File: src/rtl/mem_arbiter_pkg.sv
// mem_arbiter_pkg: shared definitions for the two-requester memory arbiter.
// Holds the FSM state encoding, requester IDs, default burst length and
// timeout, counter width and the word-alignment helper.
package mem_arbiter_pkg;

  typedef enum logic [1:0] {
    ST_IDLE   = 2'd0,
    ST_BUSY_I = 2'd1,
    ST_BUSY_D = 2'd2,
    ST_DONE   = 2'd3
  } arb_state_t;

  typedef enum logic {
    REQ_I = 1'b0,
    REQ_D = 1'b1
  } req_id_t;

  localparam int DEF_BURST_LEN = 4;
  localparam int DEF_TIMEOUT   = 255;
  localparam int CNT_W         = 16;

  // Beat addresses are always word aligned.
  function automatic logic [31:0] word_align(input logic [31:0] addr);
    return addr & 32'hFFFF_FFFC;
  endfunction

endpackage

File: src/rtl/mem_arb_prio.sv
// mem_arb_prio: round-robin picker for the icache/dcache requesters.
// Ports:
//   req_i, req_d  pending requests
//   last          requester granted most recently (req_id_t encoding)
//   grant_valid   at least one request pending
//   grant         chosen requester (req_id_t encoding)
module mem_arb_prio
  import mem_arbiter_pkg::*;
(
  input  logic req_i,
  input  logic req_d,
  input  logic last,
  output logic grant_valid,
  output logic grant
);

  // Pick a requester; on a tie the one not granted last wins.
  always_comb begin
    grant_valid = req_i | req_d;
    grant       = REQ_I;
    if (req_i && req_d) begin
      grant = (last == REQ_I) ? REQ_D : REQ_I;
    end else if (req_d) begin
      grant = REQ_D;
    end else begin
      grant = REQ_I;
    end
  end

endmodule

File: src/rtl/mem_arbiter.sv
// mem_arbiter: shares one main-memory port between an icache refill port
// (BURST_LEN-beat reads) and a dcache port (single-beat writes or
// BURST_LEN-beat reads). All outputs are registered.
// Ports:
//   clock, reset            clock, synchronous active-low reset
//   i_req, i_addr           icache refill request and line base address
//   d_req, d_we, d_addr,
//   d_wdata                 dcache request, write flag, address, write data
//   rsp_data                read beat data; i_valid / d_valid mark its owner
//   i_done, d_done          one-cycle completion pulses; bus_err marks a timeout
//   mem_req, mem_we,
//   mem_addr, mem_wdata     main-memory beat request
//   mem_ack, mem_rdata      beat completion and read data
module mem_arbiter
  import mem_arbiter_pkg::*;
#(
  parameter int BURST_LEN = DEF_BURST_LEN,
  parameter int TIMEOUT   = DEF_TIMEOUT
) (
  input  logic        clock,
  input  logic        reset,
  input  logic        i_req,
  input  logic [31:0] i_addr,
  input  logic        d_req,
  input  logic        d_we,
  input  logic [31:0] d_addr,
  input  logic [31:0] d_wdata,
  output logic [31:0] rsp_data,
  output logic        i_valid,
  output logic        d_valid,
  output logic        i_done,
  output logic        d_done,
  output logic        bus_err,
  output logic        mem_req,
  output logic        mem_we,
  output logic [31:0] mem_addr,
  output logic [31:0] mem_wdata,
  input  logic        mem_ack,
  input  logic [31:0] mem_rdata
);

  localparam logic [CNT_W-1:0] LAST_BEAT = CNT_W'(BURST_LEN - 1);
  localparam logic [CNT_W-1:0] TMO_CNT   = CNT_W'(TIMEOUT);

  arb_state_t       state_r, state_nxt;
  req_id_t          owner_r, owner_nxt;
  req_id_t          last_r, last_nxt;
  logic [CNT_W-1:0] beat_r, beat_nxt;
  logic [CNT_W-1:0] wait_r, wait_nxt;
  logic             req_nxt, we_nxt;
  logic [31:0]      addr_nxt, wdata_nxt, rsp_nxt;
  logic             i_valid_nxt, d_valid_nxt, i_done_nxt, d_done_nxt, err_nxt;
  logic             finish_s;
  logic             grant_valid_s;
  logic             grant_s;

  mem_arb_prio u_prio (
    .req_i       (i_req),
    .req_d       (d_req),
    .last        (last_r),
    .grant_valid (grant_valid_s),
    .grant       (grant_s)
  );

  // Next-state and next-output logic; pulse outputs default low, the rest hold.
  always_comb begin
    state_nxt   = state_r;
    owner_nxt   = owner_r;
    last_nxt    = last_r;
    beat_nxt    = beat_r;
    wait_nxt    = wait_r;
    req_nxt     = mem_req;
    we_nxt      = mem_we;
    addr_nxt    = mem_addr;
    wdata_nxt   = mem_wdata;
    rsp_nxt     = rsp_data;
    i_valid_nxt = 1'b0;
    d_valid_nxt = 1'b0;
    i_done_nxt  = 1'b0;
    d_done_nxt  = 1'b0;
    err_nxt     = 1'b0;
    finish_s    = 1'b0;
    case (state_r)
      ST_IDLE: begin
        if (grant_valid_s) begin
          // Latch the whole request so later input changes are ignored.
          owner_nxt = req_id_t'(grant_s);
          last_nxt  = req_id_t'(grant_s);
          beat_nxt  = '0;
          wait_nxt  = '0;
          req_nxt   = 1'b1;
          if (grant_s == REQ_D) begin
            state_nxt = ST_BUSY_D;
            we_nxt    = d_we;
            addr_nxt  = word_align(d_addr);
            wdata_nxt = d_wdata;
          end else begin
            state_nxt = ST_BUSY_I;
            we_nxt    = 1'b0;
            addr_nxt  = word_align(i_addr);
            wdata_nxt = 32'd0;
          end
        end else begin
          req_nxt = 1'b0;
        end
      end
      ST_BUSY_I, ST_BUSY_D: begin
        if (mem_ack) begin
          wait_nxt = '0;
          if (mem_we) begin
            finish_s = 1'b1;
          end else begin
            rsp_nxt     = mem_rdata;
            i_valid_nxt = (owner_r == REQ_I);
            d_valid_nxt = (owner_r == REQ_D);
            beat_nxt    = beat_r + {{(CNT_W-1){1'b0}}, 1'b1};
            addr_nxt    = mem_addr + 32'd4;
            finish_s    = (beat_r == LAST_BEAT);
          end
        end else begin
          wait_nxt = wait_r + {{(CNT_W-1){1'b0}}, 1'b1};
          // Abort once the wait count reaches TIMEOUT without an ack.
          if (wait_nxt == TMO_CNT) begin
            finish_s = 1'b1;
            err_nxt  = 1'b1;
          end else begin
            finish_s = 1'b0;
          end
        end
        if (finish_s) begin
          req_nxt    = 1'b0;
          state_nxt  = ST_DONE;
          i_done_nxt = (owner_r == REQ_I);
          d_done_nxt = (owner_r == REQ_D);
        end else begin
          req_nxt = 1'b1;
        end
      end
      ST_DONE: begin
        state_nxt = ST_IDLE;
        req_nxt   = 1'b0;
      end
      default: begin
        state_nxt = ST_IDLE;
        req_nxt   = 1'b0;
      end
    endcase
  end

  // State, counters and registered outputs; reset clears all and lets d win the next tie.
  always_ff @(posedge clock) begin
    if (!reset) begin
      state_r   <= ST_IDLE;
      owner_r   <= REQ_I;
      last_r    <= REQ_I;
      beat_r    <= '0;
      wait_r    <= '0;
      mem_req   <= 1'b0;
      mem_we    <= 1'b0;
      mem_addr  <= 32'd0;
      mem_wdata <= 32'd0;
      rsp_data  <= 32'd0;
      i_valid   <= 1'b0;
      d_valid   <= 1'b0;
      i_done    <= 1'b0;
      d_done    <= 1'b0;
      bus_err   <= 1'b0;
    end else begin
      state_r   <= state_nxt;
      owner_r   <= owner_nxt;
      last_r    <= last_nxt;
      beat_r    <= beat_nxt;
      wait_r    <= wait_nxt;
      mem_req   <= req_nxt;
      mem_we    <= we_nxt;
      mem_addr  <= addr_nxt;
      mem_wdata <= wdata_nxt;
      rsp_data  <= rsp_nxt;
      i_valid   <= i_valid_nxt;
      d_valid   <= d_valid_nxt;
      i_done    <= i_done_nxt;
      d_done    <= d_done_nxt;
      bus_err   <= err_nxt;
    end
  end

endmodule

File: config.mk
export PLATFORM = sky130hd
export DESIGN_NAME = mem_arbiter
export DESIGN_NICKNAME = d
export VERILOG_FILES = /design/src/rtl/mem_arbiter_pkg.sv /design/src/rtl/mem_arb_prio.sv /design/src/rtl/mem_arbiter.sv
export SDC_FILE = /design/constraint.sdc
export NUM_CORES = 1
export LEC_CHECK = 0
export CORE_MARGIN = 1.5
export CORE_UTILIZATION = 30
export DETAILED_ROUTE_END_ITERATION = 10
export PLACE_DENSITY = 0.64
export SLEW_MARGIN = 10
export SYNTH_ARGS = -nofsm -noshare
export SYNTH_HDL_FRONTEND = slang
export SYNTH_HIERARCHICAL = 1
export SYNTH_SLANG_ARGS = --single-unit
File: constraint.sdc
create_clock -name clock -period 3.08 [get_ports clock]
set_input_delay 0.616 -clock clock [delete_from_list [all_inputs] [get_ports clock]]
set_output_delay 0.616 -clock clock [all_outputs]
set_load 0.02 [all_outputs]
* Yosys cells after proc, flatten, opt, wreduce, memory -nomap -nowiden
Cells that the tools add are included.
** Word-level totals
- Bits in registers :: 138
- Word-level logic and storage cells :: 71
** Cells by class
- Add/sub/neg operators :: 3
- Eq/ne operators :: 9
- Multiplexer cells :: 27
- Bitwise operators :: 6
- Reduce and logical (&&, ||, !) cells :: 12
** Operators by type and width (count)
- 32-bit 2-to-1 mux :: 5
- 16-bit 2-to-1 mux :: 4
- 16-bit case mux with 2 select lines :: 2
- 32-bit case mux with 2 select lines :: 1
- 16-bit by 1-bit adder with 16-bit output, second input constant :: 2
- 32-bit by 3-bit adder with 32-bit output, second input constant :: 1
- 16-bit by 2-bit == test with 1-bit output, second input constant :: 1
- 16-bit by 8-bit == test with 1-bit output, second input constant :: 1
- 1-bit 2-to-1 mux :: 10
- 2-bit != test, second input constant :: 4
- 2-bit 2-to-1 mux :: 3
- 2-bit case mux with 3 select lines :: 1
- 2-bit AND reduction :: 3
- 3-bit AND reduction :: 2
- 1-bit inverter :: 5
- 2-bit == test, second input constant :: 2
- 4-bit AND reduction :: 1
- 4-bit OR reduction :: 1
- 1-bit case mux with 3 select lines :: 1
- 3-bit OR reduction :: 1
- 2-bit by 1-bit == test with 1-bit output, second input constant :: 1
- 2-bit logical NOT :: 1
- 2-bit nonzero test :: 1
- 2-bit OR reduction :: 1
- other kinds (2) :: 2

* Depth between registers and ports, before layout
- Depth after elaboration :: 7
- Gate-level depth with buffers :: 11

* Modules after synthesis
The synthesis kept the hierarchy.
** By module, submodules not included
- mem_arbiter :: times used 1, cells an instance 797, area each 6537.5 um^2, sequential area each 2722.6 um^2
- mem_arb_prio :: times used 1, cells an instance 2, area each 13.8 um^2, sequential area each 0.0 um^2

* Worst setup path after synthesis
No wires, ideal clock.
- Path kind :: input-to-reg
- From :: input port d_req
- To :: register wait_r[3]
- Arrival time :: 2.081 ns
- Required time :: 2.948 ns
- Setup slack :: 0.867 ns
- Stages :: 9
- Path buffers :: 3
- Cell sequence :: or2_1 -> buf_2 -> nor2_1 -> or3_1 -> clkbuf_1 -> buf_1 -> a31oi_1 -> o21ai_0 -> a21oi_1
** Between the ends
- Cells in the longest elaborated chain, start to end :: 3
** RTL lines
- start: declaration :: line mem_arbiter.sv:24 : input logic d_req,
- 1-bit OR :: line mem_arb_prio.sv:19 : grant_valid = req_i | req_d;
- 2-bit != test (no line)
- 2-bit AND reduction (no line)
- end signal: assignment :: line mem_arbiter.sv:173 : wait_r <= wait_nxt;
- end: declaration :: line mem_arbiter.sv:49 : logic [CNT_W-1:0] wait_r, wait_nxt;
Every way passes these cells.
A chain may end at the register's enable or synchronous reset.

* Final worst setup path
- From :: register wait_r[1]
- To :: register d_done
** Between the ends
- Cells in the longest elaborated chain, start to end :: 6
** RTL lines
- 16-bit by 1-bit adder with 16-bit output :: line mem_arbiter.sv:121 : wait_nxt = wait_r + {{(CNT_W-1){1'b0}}, 1'b1};
- 16-bit by 8-bit == test with 1-bit output :: line mem_arbiter.sv:123 : if (wait_nxt == TMO_CNT) begin
- 1-bit 2-to-1 mux :: line mem_arbiter.sv:123
- 1-bit 2-to-1 mux :: line mem_arbiter.sv:108 : if (mem_ack) begin
- 1-bit 2-to-1 mux :: line mem_arbiter.sv:83 : case (state_r)
- 3-bit AND reduction (no line)
- end signal: assignment :: line mem_arbiter.sv:182 : d_done <= d_done_nxt;
- end: declaration :: line mem_arbiter.sv:32 : output logic d_done,
Every way passes these cells. The select of a mux whose other input is x is not followed.

==> flow_metrics.env <==
export IMPL_rsz0062_at_grt="no"
export IMPL_ys_ff_latch=136
export IMPL_cts_sinks=136
export IMPL_worst_pin_slew_ns=0.706
export IMPL_synth_edf_count=0
export IMPL_ys_async_sr_fraction_pct=0
export IMPL_core_area_um2=21200
export IMPL_max_freq_mhz=395
export IMPL_antenna_found_initial=0
export IMPL_reg2reg_from="wait_r[1]"
export IMPL_crit_start="wait_r[1]"
export IMPL_finClkSkew_ns=0.0150
export IMPL_hold_ws_ns=0.453
export IMPL_relSlewSlack_pct=52.9
export IMPL_cp_end_kind="flop"
export IMPL_finish_utilization_pct=45.9
export IMPL_syn_avg_cell_area_um2=8.20
export IMPL_hold_viol_final=0
export IMPL_nets=1145
export IMPL_hold_buffers=0
export IMPL_slew_violations=0
export IMPL_num_rows=53
export IMPL_avgRoutedWirePerCell_um=15.5
export IMPL_grt_pass1_wl_um=31300
export IMPL_powerDensity_nw_per_um2=833
export IMPL_crit_fanout=11
export IMPL_die_y_um=151
export IMPL_io_pins=237
export IMPL_synth_top_area_share_pct=41.6
export IMPL_leakagePower_nw=3.47
export IMPL_initial_utilization_pct=30.9
export IMPL_crit_type="flop to flop"
export IMPL_critPathSlowestCell="dfxtp_1"
export IMPL_cts_root_buf="clkbuf_16"
export IMPL_status="complete, no violations"
export IMPL_gp_congestion=0.804
export IMPL_synthCells=799
export IMPL_cts_resized=0
export IMPL_dp_hpwl_um=14000
export IMPL_routed_wl_um=20100
export IMPL_ys_types=71
export IMPL_clkLatencyLatePin_ns=0.42
export IMPL_firstDrtPassIters=4
export IMPL_synth_top_area_cell="dfxtp_1"
export IMPL_critPathMaxStageDelay_ns=0.54
export IMPL_crit_path_end="d_done"
export IMPL_cts_tree="yes"
export IMPL_cts_buffers=17
export IMPL_layout_setup_ws_ns=0.545
export IMPL_grt_max_degree=60
export IMPL_vdd_drop_max_mv=0.551
export IMPL_path_cells="ha_1 -> nand4_1 -> nor2_1 -> a41o_1 -> and4b_1 -> a21oi_1 -> nor3b_1"
export IMPL_r2r_slack_ns=0.55
export IMPL_area_delta_synth_final_pct=48.7
export IMPL_grt_usage_pct=17.3
export IMPL_regArea_um2=2720
export IMPL_fin_crit_sh_pct=82.3
export IMPL_clockBufferDepth=2
export IMPL_port_buffers=230
export IMPL_critPathRequiredTime_ns=3.39
export IMPL_avgViaCountPerCell=5.09
export IMPL_detail_route_antenna_nets=0
export IMPL_fin_crit_ns=2.53
export IMPL_grt_ovfl_total=0
export IMPL_drive_gt1_share_pct=8.15
export IMPL_die_w_um=151
export IMPL_layout_cells_non_filler=1294
export IMPL_rr_endpoint="d_done"
export IMPL_route_detailed_drc=0
export IMPL_vias=6588
export IMPL_crit_path_start_kind="flop"
export IMPL_antenna_cells=0
export IMPL_post_cts_buffers=0
export IMPL_dpl_cell_count=1262
export IMPL_multi_input_area_um2=3540
export IMPL_maxCapViolCount=0
export IMPL_synth_ff_type="dfxtp_1"
export IMPL_fin_setup_tns_ns=0
export IMPL_crit_arrival_ns=2.85
export IMPL_yosysWarningCount=6
export IMPL_r2r_cells=7
export IMPL_die_area_um2=22700
export IMPL_grt_pass1_vias=6013
export IMPL_yosys_top_cells_area="dfxtp_1 (42%), nand2_1 (6.8%), a21oi_1 (6.2%)"
export IMPL_ys_seq_area_share_pct=41.6
export IMPL_drt_iter0_drc=340
export IMPL_cts_htree_levels=4
export IMPL_hp_start="rsp_data[24]"
export IMPL_finalSetupViolCount=0
export IMPL_min_path_type="flop to flop"
export IMPL_dpl_worst_slack_ns=0.214
export IMPL_fillers=2088
export IMPL_clk_pin_slew_worst_paths_ns=0.06
export IMPL_synth_area_um2=6550
==> worst min-delay path by stage <==
| stage | to | slack [ns] | depth (start not counted) |
|---|---|---|---|
| after global placement | rsp_data[29] | 0.44 | 2 |
| final | rsp_data[24] | 0.45 | 2 |
| after detailed placement | rsp_data[24] | 0.45 | 2 |
| after CTS | rsp_data[24] | 0.45 | 2 |
| after global routing | rsp_data[9] | 0.47 | 2 |
| after floorplan | beat_r[8] | 0.47 | 2 |
==> state kept, by name (all words and copies together) (netlist names), 2 cells and up <==
| register | cells |
|---|---|
| mem_addr | 30 |
| beat_r | 16 |
| rsp_data | 32 |
| mem_wdata | 32 |
| state_r | 2 |
| wait_r | 16 |
==> per-stage QoR <==
step / total power [mW] / cell area (um^2)
floorplan: 4.62 / 6560
global placement: 6.00 / 9130
detailed placement: 6.04 / 9130
CTS: 8.19 / 9740
global route: 8.64 / 9740
finish: 8.12 / 9740
==> cell type report <==
| type | instances | area share (%) |
|---|---|---|
| inverters | 12 | 0.462 |
| clock buffers | 18 | 4.51 |
| multi-input cells | 589 | 36.4 |
| repair buffers | 250 | 25.4 |
| flip-flops and latches | 136 | 28.0 |
| clock inverters | 14 | 1.76 |
| well taps | 275 | 3.53 |
==> report_power, final <==
| group | switching, mW | internal (mW) |
|---|---|---|
| logic | 2.05 | 1.49 |
| clock network | 0.825 | 1.30 |
| registers | 0.341 | 2.11 |
==> layer usage <==
| layer | GRT usage (%) | up-vias | routed length, um |
|---|---|---|---|
| met1 | 22.4 | 3087 | 9040 |
| li1 | - | 3319 | - |
| met5 | 0 | - | 0 |
| met4 | 3.83 | 0 | 174 |
| met3 | 5.12 | 14 | 1430 |
| met2 | 28.2 | 168 | 9450 |
==> cells in the final DEF (no fill, tap or decap), types with 4 or more instances in the layout <==
master	instances
a211oi_1	16
o22ai_1	13
clkbuf_16	17
and4_1	4
nand4_1	14
nor3_1	26
buf_4	18
nand3b_1	4
nor2_1	60
ha_1	4
a311oi_1	7
xnor2_1	5
a31oi_1	9
o211ai_1	4
inv_1	11
nand2_1	118
or3_1	4
nor2b_1	11
dfxtp_1	136
a22o_1	33
o21ai_0	31
and3_1	10
mux2i_1	16
mux2_2	10
nand3_1	18
o211a_1	4
a22oi_1	9
a41oi_1	7
o31ai_1	5
a21oi_1	80
nor4_1	5
nand4b_1	6
xor2_1	8
clkdlybuf4s50_1	230
==> logic make-up after synthesis <==
family | count (synthesis) | share of synthesized area [%]
other | 1 | 0.0572
XOR/XNOR | 13 | 1.74
adder cells (fa/ha/maj) | 5 | 0.955
buffers and inverters | 75 | 4.83
AO/OA/AOI/OAI | 236 | 23.6
flip-flops | 136 | 41.6
multiplexers | 26 | 4.16
AND/OR/NAND/NOR | 307 | 23.1
==> worst max-delay path, delay by kind of cell, from the launching register on <==
family | cells | cell delay (ns)
and+or+nand+nor | 4 | 1.06
AOI/OAI and AO/OA | 2 | 0.36
DFF | 1 | 0.54
adders and majority gates | 1 | 0.47
==> cell usage after synthesis (all sizes together) (11+ instances only) <==
master,number
a211oi,16
a21oi,82
a22o,33
and3,11
buf,18
clkbuf,45
dfxtp,136
inv,11
mux2i,16
nand2,118
nand3,18
nand4,15
nor2,61
nor2b,11
nor3,29
o21ai,34
o22ai,13
Power figures use the tool's default switching activity.
